`config.mk`:
```
export PLATFORM = sky130hd
export DESIGN_NAME = regmux_n
export DESIGN_NICKNAME = d
export VERILOG_FILES = /design/src/rtl/regmux_n.sv
export SDC_FILE = /design/constraint.sdc
export NUM_CORES = 1
export LEC_CHECK = 0
export CAP_MARGIN = 15
export CORE_MARGIN = 1
export CORE_UTILIZATION = 24
export DETAILED_ROUTE_END_ITERATION = 16
export DONT_BUFFER_PORTS = 1
export GPL_ROUTABILITY_DRIVEN = 0
export HOLD_SLACK_MARGIN = 0.12
export PLACE_DENSITY = 0.43
export REMOVE_ABC_BUFFERS = 1
export SYNTH_ARGS = -nofsm -noshare
export SYNTH_HDL_FRONTEND = slang
export SYNTH_SLANG_ARGS = --single-unit
export TNS_END_PERCENT = 1
```
`constraint.sdc`:
```
create_clock -name clk -period 1.45 [get_ports clk]
set_input_delay 0.29 -clock clk [delete_from_list [all_inputs] [get_ports clk]]
set_output_delay 0.29 -clock clk [all_outputs]
set_load 0.005 [all_outputs]
```
`src/rtl/regmux_n.sv`:
```
// Registered N:1 word selector with valid/ready on both sides.
// A main output register plus one skid entry sustain full throughput under backpressure.
`ifndef REG_WIDTH
`define REG_WIDTH 8
`endif

module regmux_n #(
  parameter  int SIGNAL_WIDTH = `REG_WIDTH,
  parameter  int NUM_INPUTS   = 8,
  localparam int SEL_WIDTH    = $clog2(NUM_INPUTS)
) (
  input  logic                               clk,
  input  logic                               rst,
  input  logic [NUM_INPUTS*SIGNAL_WIDTH-1:0] in_bus,
  input  logic [SEL_WIDTH-1:0]               selector,
  input  logic                               in_valid,
  output logic                               in_ready,
  output logic [SIGNAL_WIDTH-1:0]            out,
  output logic [SEL_WIDTH-1:0]               out_sel,
  output logic                               out_err,
  output logic                               out_valid,
  input  logic                               out_ready
);

  // Handshake: a word moves on a rising clk when valid & ready are both high on
  // that side; a producer holds its payload stable while valid is high and ready low.

  typedef struct packed {
    logic                    err;
    logic [SEL_WIDTH-1:0]    sel;
    logic [SIGNAL_WIDTH-1:0] data;
  } entry_t;

  entry_t main_q;
  entry_t skid_q;
  entry_t in_entry;
  logic   out_valid_q;
  logic   skid_valid_q;
  logic   live_q;
  logic   accept;
  logic   out_xfer;
  logic   main_free;

  always_comb begin
    in_entry      = '0;
    in_entry.sel  = selector;
    in_entry.err  = ({{(32-SEL_WIDTH){1'b0}}, selector} >= 32'(NUM_INPUTS));
    for (int k = 0; k < NUM_INPUTS; k++) begin
      if (selector == SEL_WIDTH'(k)) begin
        in_entry.data = in_bus[k*SIGNAL_WIDTH +: SIGNAL_WIDTH];
      end
    end
  end

  // live_q keeps in_ready low until the first clock after reset release.
  assign in_ready  = live_q & ~skid_valid_q;
  assign accept    = in_valid & in_ready;
  assign out_xfer  = out_valid_q & out_ready;
  assign main_free = out_xfer | ~out_valid_q;

  always_ff @(posedge clk or posedge rst) begin
    if (rst) begin
      main_q       <= '0;
      skid_q       <= '0;
      out_valid_q  <= 1'b0;
      skid_valid_q <= 1'b0;
      live_q       <= 1'b0;
    end else begin
      live_q <= 1'b1;
      if (skid_valid_q && out_xfer) begin
        main_q       <= skid_q;
        skid_valid_q <= 1'b0;
      end else if (accept && main_free) begin
        main_q      <= in_entry;
        out_valid_q <= 1'b1;
      end else if (accept) begin
        skid_q       <= in_entry;
        skid_valid_q <= 1'b1;
      end else if (out_xfer) begin
        out_valid_q <= 1'b0;
      end
    end
  end

  assign out       = main_q.data;
  assign out_sel   = main_q.sel;
  assign out_err   = main_q.err;
  assign out_valid = out_valid_q;

endmodule

```
==> results of run 1 <==
registers in the layout (all words and copies together) (netlist names):
signal	count
skid_q	11
out	8
out_sel	3
live_q	1
out_valid	1
skid_valid_q	1
how the worst max path moves through the flow:
stage / start / end / slack (ns) / depth (start not counted)
2_1_floorplan: skid_valid_q / skid_q[10] / -0.17 / 3
3_3_place_gp: skid_valid_q / skid_q[8] / 0.09 / 4
3_5_place_dp: skid_valid_q / skid_q[8] / 0.09 / 4
4_1_cts: skid_valid_q / skid_q[8] / 0.07 / 4
5_1_grt: out_valid / out[4] / 0.009 / 5
6_report: skid_valid_q / skid_q[8] / 0.07 / 4
area by class of cell:
class | instances | share of cell area, %
Inverter | 1 | 0.207
Timing Repair Buffer | 7 | 4.41
Clock inverter | 1 | 0.413
Multi-Input combinational cell | 133 | 51.7
Clock buffer | 3 | 2.27
Tap cell | 96 | 6.61
Sequential cell | 25 | 34.4
kinds of logic after synthesis:
group | Yosys count | synth area share, %
flops | 25 | 36.7
other cells | 2 | 0.440
mux | 27 | 16.7
buf+inv | 18 | 8.43
compound gates | 53 | 21.4
simple gates | 51 | 16.3
metrics by stage:
step	total power, mW	util, %	cells	worst slack, ns
after global routing	2.46	26.6	266	0.00907
after detailed placement	1.87	25.7	261	0.0933
after floorplan	1.65	-	159	-0.166
after CTS	2.31	26.6	266	0.0651
final	2.27	26.6	266	0.0701
after global placement	1.87	25.7	261	0.0941
metal layers:
layer | track usage [%] | wire length [um] | vias to the layer above
li1 | - | - | 642
met1 | 17.2 | 2150 | 624
met2 | 17.2 | 1860 | 60
met3 | 3.33 | 401 | 2
met4 | 2.27 | 19 | 0
met5 | 0 | 0 | -
Yosys cell counts:
cell type	instances	share of area [%]
and3_1	2	0.73
nand2_1	26	5.7
a21oi_1	1	0.29
buf_12	1	1.2
o21ai_0	7	2.1
mux2i_1	24	14
nand2b_1	2	0.73
buf_4	2	0.88
o21ai_1	9	2.6
and2_1	1	0.37
a22oi_1	11	4.8
a21o_1	1	0.44
nor2b_1	1	0.37
clkbuf_1	2	0.44
a32oi_1	8	4.1
inv_1	1	0.22
conb_1	2	0.44
mux2_4	3	2.6
o211ai_1	16	7.0
nor2_2	1	0.37
dfrtp_1	25	37
buf_2	6	1.8
nand3b_1	17	7.5
buf_6	6	4.0
and3b_2	1	0.59
power by group through the flow:
stage | sequential [mW] | combinational [mW] | clock (mW)
after floorplan | 1.18 | 0.466 | 0
after global placement | 1.26 | 0.603 | 0
after detailed placement | 1.26 | 0.612 | 0
after CTS | 1.25 | 0.617 | 0.446
after global routing | 1.29 | 0.706 | 0.467
final | 1.24 | 0.606 | 0.424
repair_timing:
action | in CTS | in global routing
hold buffers | 1 | 0
endpoints found under the setup margin | 0 | 6
gates resized for setup | 0 | 1
hold endpoints to repair | 25 | 0
==> key figures, run 1 <==
Run status
  • Outcome: complete, no violations

Pwr
  • Net switching power figure: roughly 0.74 mW
  • Reg power frac: a little over half
  • Clock power share: 18.7%
  • Comb pwr share: roughly a quarter
  • Cell internal pwr: 1.53 mW
  • Worst VDD drop: between 400 and 500 uV
  • Leakage dissipation: ~0.75 nW
  • Sw Ratio: around 32%
  • Power Dens Cells: roughly 1200 nW/um^2

Min path
  • Worst Hold Launch: selector[1]
  • Worst Hold Depth: 1
  • Worst hold path endpoint: skid_q[9]
  • Hold Crit Class: in2reg

Timing
  • Min Clock Period, post-route: between 1 and 1.5 ns
  • Max-slew violation count: 0
  • TNS Setup: 0 ns
  • Fmax: between 700 and 800 MHz
  • # setup viols final: 0
  • Period utilization: 95.2%
  • Worst hold slack: 0.167 ns
  • Unrepaired setup endpoints after global routing: false
  • Final hold violations: 0
  • Final Skew: about 0.0024 ns

Layout
  • Nets: around 240
  • Area of the multi-input gates: 938 um^2
  • Layout cells sized above 1: a little under a tenth
  • Post-route cell area: about 1800 um^2
  • Filler cells: about 750
  • # diodes: 0
  • Most frequent cells in the layout: nand2_1, dfrtp_1, mux2i_1, nand3b_1, o211ai_1
  • Area Growth Syn to Fin: 6.45%
  • Register Area: between 600 and 700 um^2
  • Most common cell after layout, fill and taps aside: nand2_1

Global route
  • Vias in the first global route: 1266
  • Global-route usage over all layers: a little under an eighth
  • First-pass GRT wire length: about 6700 um
  • Pin count of the biggest net entering global routing: 44
  • Antenna violations before repair: 0
  • GRT overflow: 0

Setup path
  • Worst reg-to-reg path cell count: 4
  • R2R Path Start: skid_valid_q
  • Worst-path maximum fanout: 20
  • Worst path slowest cell: dfrtp_1
  • Worst EP required: between 1.5 and 2 ns
  • Crit path max-delay family: simple AND/OR/NAND/NOR gates
  • Cells along the critical path: and3b_2 -> nand3b_1 -> buf_12 -> mux2_4
  • Crit path buf inv count: 1
  • Slowest cell delay on critical path: between 0.3 and 0.4 ns
  • Worst Setup Start Kind: flop
  • Flop2flop setup slack: 0.07 ns
  • Worst setup EP type: flop
  • Crit Path Category: reg2reg
  • RR Endpoint: skid_q[8]
  • Crit path DAT: around 1.5 ns

Synth
  • Yosys reg bits: 25
  • Mean area per synthesized cell: 9.70 um^2
  • Post-synthesis sequential area ratio: a little over a third
  • Warning count from the yosys run: 0
  • Synthesized area: 1710 um^2
  • Syn Inst Count: ~180
  • Synth cell types: 25

Drt
  • Vias: 1328
  • Vias/cell: between 4 and 5
  • Drt pass-1 iters: 4
  • Avg WL per Cell: 16.6 um
  • Starting DRT DRC Count: 45
  • DRC violations left: 0
  • Antenna-violating nets left: 0
  • Total Wirelength: ~4400 um

Place
  • Input/output buffers: 0
  • Area of placed instances: around 1800 um^2
  • Hpwl dp: between 3000 and 4000 um

CTS
  • CTS tree: yes
  • Clock-pin transition on the worst setup and hold timing paths: 0.09 ns
  • Num CTS Buffers: 3
  • H-tree Lvls: 1
  • Clock tree buffer depth: 2
  • Sinks on Clock Net: 25
  • Root Buffer: clkbuf_8
  • Clock Latency Late Sink: around 0.27 ns
  • Postcts setup bufs: 0

Floorplanning
  • Die area: approximately 7500 um^2
  • Die height: about 86 um
  • DIE WIDTH: approximately 86 um
  • CORE AREA: roughly 6800 um^2
  • FP Rows: 30
  • Starting Density: roughly a quarter
  • Io pins: 85

Run
  • Max-cap violations: 0
Power figures use the tool's default switching activity.
==> run 2, diff against run 1 <==
--- a/config.mk
+++ b/config.mk
@@ -14,6 +14,7 @@
 export HOLD_SLACK_MARGIN = 0.12
 export PLACE_DENSITY = 0.43
 export REMOVE_ABC_BUFFERS = 1
+export SLEW_MARGIN = 20
 export SYNTH_ARGS = -nofsm -noshare
 export SYNTH_HDL_FRONTEND = slang
 export SYNTH_SLANG_ARGS = --single-unit
==> results of run 2 <==
The final DEF is identical to that of run 1; final timing and power are the same.
==> run 3, diff against run 2 <==
--- a/config.mk
+++ b/config.mk
@@ -11,6 +11,7 @@
 export DETAILED_ROUTE_END_ITERATION = 16
 export DONT_BUFFER_PORTS = 1
 export GPL_ROUTABILITY_DRIVEN = 0
+export GPL_TIMING_DRIVEN = 0
 export HOLD_SLACK_MARGIN = 0.12
 export PLACE_DENSITY = 0.43
 export REMOVE_ABC_BUFFERS = 1
==> run 3 against run 2 <==
  * Largest power group unchanged
  * Flip-flop and latch count stayed put
  * Sequential share of layout area up 0.60 points
  * Critical path depth stayed put
  * Sequential power about the same
  * Highest routed layer unchanged
  * Global-route usage is 0.063 points lower
  * Die area unchanged
==> key figures, run 3 (same netlist as run 1, synthesis figures left out) <==
Pwr
  • Cell internal pwr: 1.51 mW (-1.7%)
  • Clock power share: 18.9% (+0.2 points)
  • Comb pwr share: 25.4% (-1.3 points)
  • Net switching power figure: 0.733 mW (-0.59%)
  • Worst VDD drop: 335 uV (-19%)
  • Reg power frac: 55.7% (+1.1 points)
  • Power Dens Cells: 1250 nW/um^2 (+0.41%)
  • Leakage dissipation: 0.729 nW (-3.4%)
  • Sw Ratio: 32.7% (+0.24 points)

Global route
  • Global-route usage over all layers: 11.7% (-0.063 points)
  • First-pass GRT wire length: 6720 um (-0.10%)
  • Pin count of the biggest net entering global routing: 44 (unchanged)
  • Antenna violations before repair: 0 (unchanged)
  • Grt met2 use: 16.9% (-0.29 points)
  • Routing usage on met1: 17.4% (+0.17 points)
  • Vias in the first global route: 1261 (-0.39%)
  • Gr busiest metal: met1
  • GRT overflow: 0 (unchanged)
  • Met3 Use GR: 2.57% (-0.76 points)

Timing
  • Worst-Margin Slew: between 0.9 and 1 ns
  • Worst hold slack: 0.116 ns (-0.0507 ns)
  • Fmax: 698 MHz (-3.7%)
  • Final hold violations: 0 (unchanged)
  • Max-slew violation count: 0 (unchanged)
  • Worst slew margin: 36.7%
  • Final Skew: 0.00316 ns (+0.000745 ns)
  • # setup viols final: 0 (unchanged)
  • Unrepaired setup endpoints after global routing: true
  • Period utilization: 98.9% (+3.7 points)
  • Min Clock Period, post-route: 1.43 ns (+0.0537 ns)

Setup path
  • Cells along the critical path: and3b_2 -> nand3b_1 -> buf_6 -> mux2_4
  • Worst-path maximum fanout: 10 (-50%)
  • Worst Setup SP: skid_valid_q
  • RR Endpoint: skid_q[10]
  • R2R Path Start: skid_valid_q
  • Worst path slowest cell: dfrtp_1
  • Slowest cell delay on critical path: 0.42 ns (+0.04 ns)
  • Crit path max-delay family: simple AND/OR/NAND/NOR gates
  • CP endpoint: skid_q[10]
  • Worst EP required: 1.61 ns (about the same)
  • Flop2flop setup slack: 0.02 ns (-0.05 ns)
  • Crit Path Category: reg2reg
  • Worst Setup Start Kind: flop
  • Cell count along the critical path: 4 (unchanged)
  • Crit path buf inv count: 1 (unchanged)
  • Crit path DAT: 1.59 ns (+0.05 ns)
  • Worst reg-to-reg path cell count: 4 (unchanged)
  • Worst setup EP type: flop

CTS
  • Clock tree buffer depth: 2 (unchanged)
  • CTS tree: yes
  • Num CTS Buffers: 3 (unchanged)
  • Root Buffer: clkbuf_8
  • Sinks on Clock Net: 25 (unchanged)
  • H-tree Lvls: 1 (unchanged)
  • Clock Latency Late Sink: 0.27 ns (about the same)
  • Hold Buf Count CTS: 0 (-1)
  • Clock-pin transition on the worst setup and hold timing paths: 0.09 ns (about the same)

Layout
  • Post-route cell area: 1790 um^2 (-1.7%)
  • Layout cells sized above 1: 8.38% (-1.0 points)
  • # diodes: 0 (unchanged)
  • Largest Register: skid_q
  • Largest register FFs: 11 (unchanged)
  • Area Growth Syn to Fin: 4.62%
  • Most common cell after layout, fill and taps aside: nand2_1
  • Most frequent cells in the layout: nand2_1, dfrtp_1, mux2i_1, nand3b_1, o211ai_1
  • Filler cells: 760 (+1.7%)
  • Nets: 239 (-1.2%)

Floorplanning
  • Die height: 86.3 um (unchanged)
  • Io pins: 85 (unchanged)
  • DIE WIDTH: 86.3 um (unchanged)
  • CORE AREA: 6830 um^2 (unchanged)
  • Starting Density: 25.0% (unchanged)
  • Die area: 7450 um^2 (unchanged)
  • FP Rows: 30 (unchanged)

Run status
  • Outcome: complete, no violations

Drt
  • Drt pass-1 iters: 4 (unchanged)
  • Starting DRT DRC Count: 64 (+42%)
  • Antenna-violating nets left: 0 (unchanged)
  • Total Wirelength: 4350 um (-1.6%)
  • Avg WL per Cell: 16.6 um (-0.46%)
  • Vias/cell: 4.91 (-1.7%)
  • DRC violations left: 0 (unchanged)
  • Vias: 1291 (-2.8%)

Place
  • Input/output buffers: 0 (unchanged)
  • Hpwl dp: 3130 um (-3.8%)
  • Area of placed instances: 1690 um^2 (-4.0%)

Min path
  • Hold Crit Class: in2async

Run
  • Max-cap violations: 0 (unchanged)
==> run 3: what timing repair did <==
action                                 4_1_cts  5_1_grt
setup endpoints to repair                   23       20
resized for setup                            3        2
endpoints found under the hold margin        0        0
cloned                                       1        0
setup buffers                                1        2
==> run 3: stage by stage <==
step | power (mW) | utilization [%] | setup TNS [ns] | setup slack (ns) | cells
3_3_place_gp | 1.80 | 24.7 | -9.13 | -0.499 | 255
2_1_floorplan | 1.65 | - | -0.586 | -0.166 | 159
3_5_place_dp | 1.82 | 24.7 | -9.27 | -0.488 | 255
4_1_cts | 2.26 | 25.8 | -0.0290 | -0.0154 | 261
5_1_grt | 2.42 | 26.1 | -0.0662 | -0.0229 | 263
6_report | 2.24 | 26.1 | 0 | 0.0164 | 263
==> run 3: routing by layer <==
metal | wire length, um | up-vias
met5 | 0 | -
met4 | 19 | 0
met3 | 288 | 2
met2 | 1830 | 57
met1 | 2220 | 592
li1 | - | 640
==> run 3: layout make-up <==
cell class	count	area [um^2]	share of cell area, %
Clock buffer	3	41.3	2.31
Clock inverter	1	7.51	0.420
Inverter	1	3.75	0.210
Multi-Input combinational cell	134	961	53.8
Sequential cell	25	626	35.0
Tap cell	96	120	6.73
Timing Repair Buffer	3	26.3	1.47
==> run 3: worst register-to-register path, stage by stage, from the launching register on <==
cell and delay (ns):
dfrtp_1 0.42, and3b_2 0.34, nand3b_1 0.11, buf_6 0.17, mux2_4 0.29
==> run 3: worst min-delay path by stage <==
stage                 end
3_5_place_dp   out_sel[2]
3_3_place_gp   skid_q[10]
6_report        skid_q[9]
4_1_cts         skid_q[9]
5_1_grt         skid_q[9]
2_1_floorplan      live_q
==> run 3: power by group through the flow <==
stage / Clock, mW / Sequential, mW / Combinational, mW
3_3_place_gp: 0 / 1.25 / 0.548
6_report: 0.423 / 1.25 / 0.568
3_5_place_dp: 0 / 1.26 / 0.556
5_1_grt: 0.470 / 1.29 / 0.662
4_1_cts: 0.441 / 1.25 / 0.575
2_1_floorplan: 0 / 1.18 / 0.466
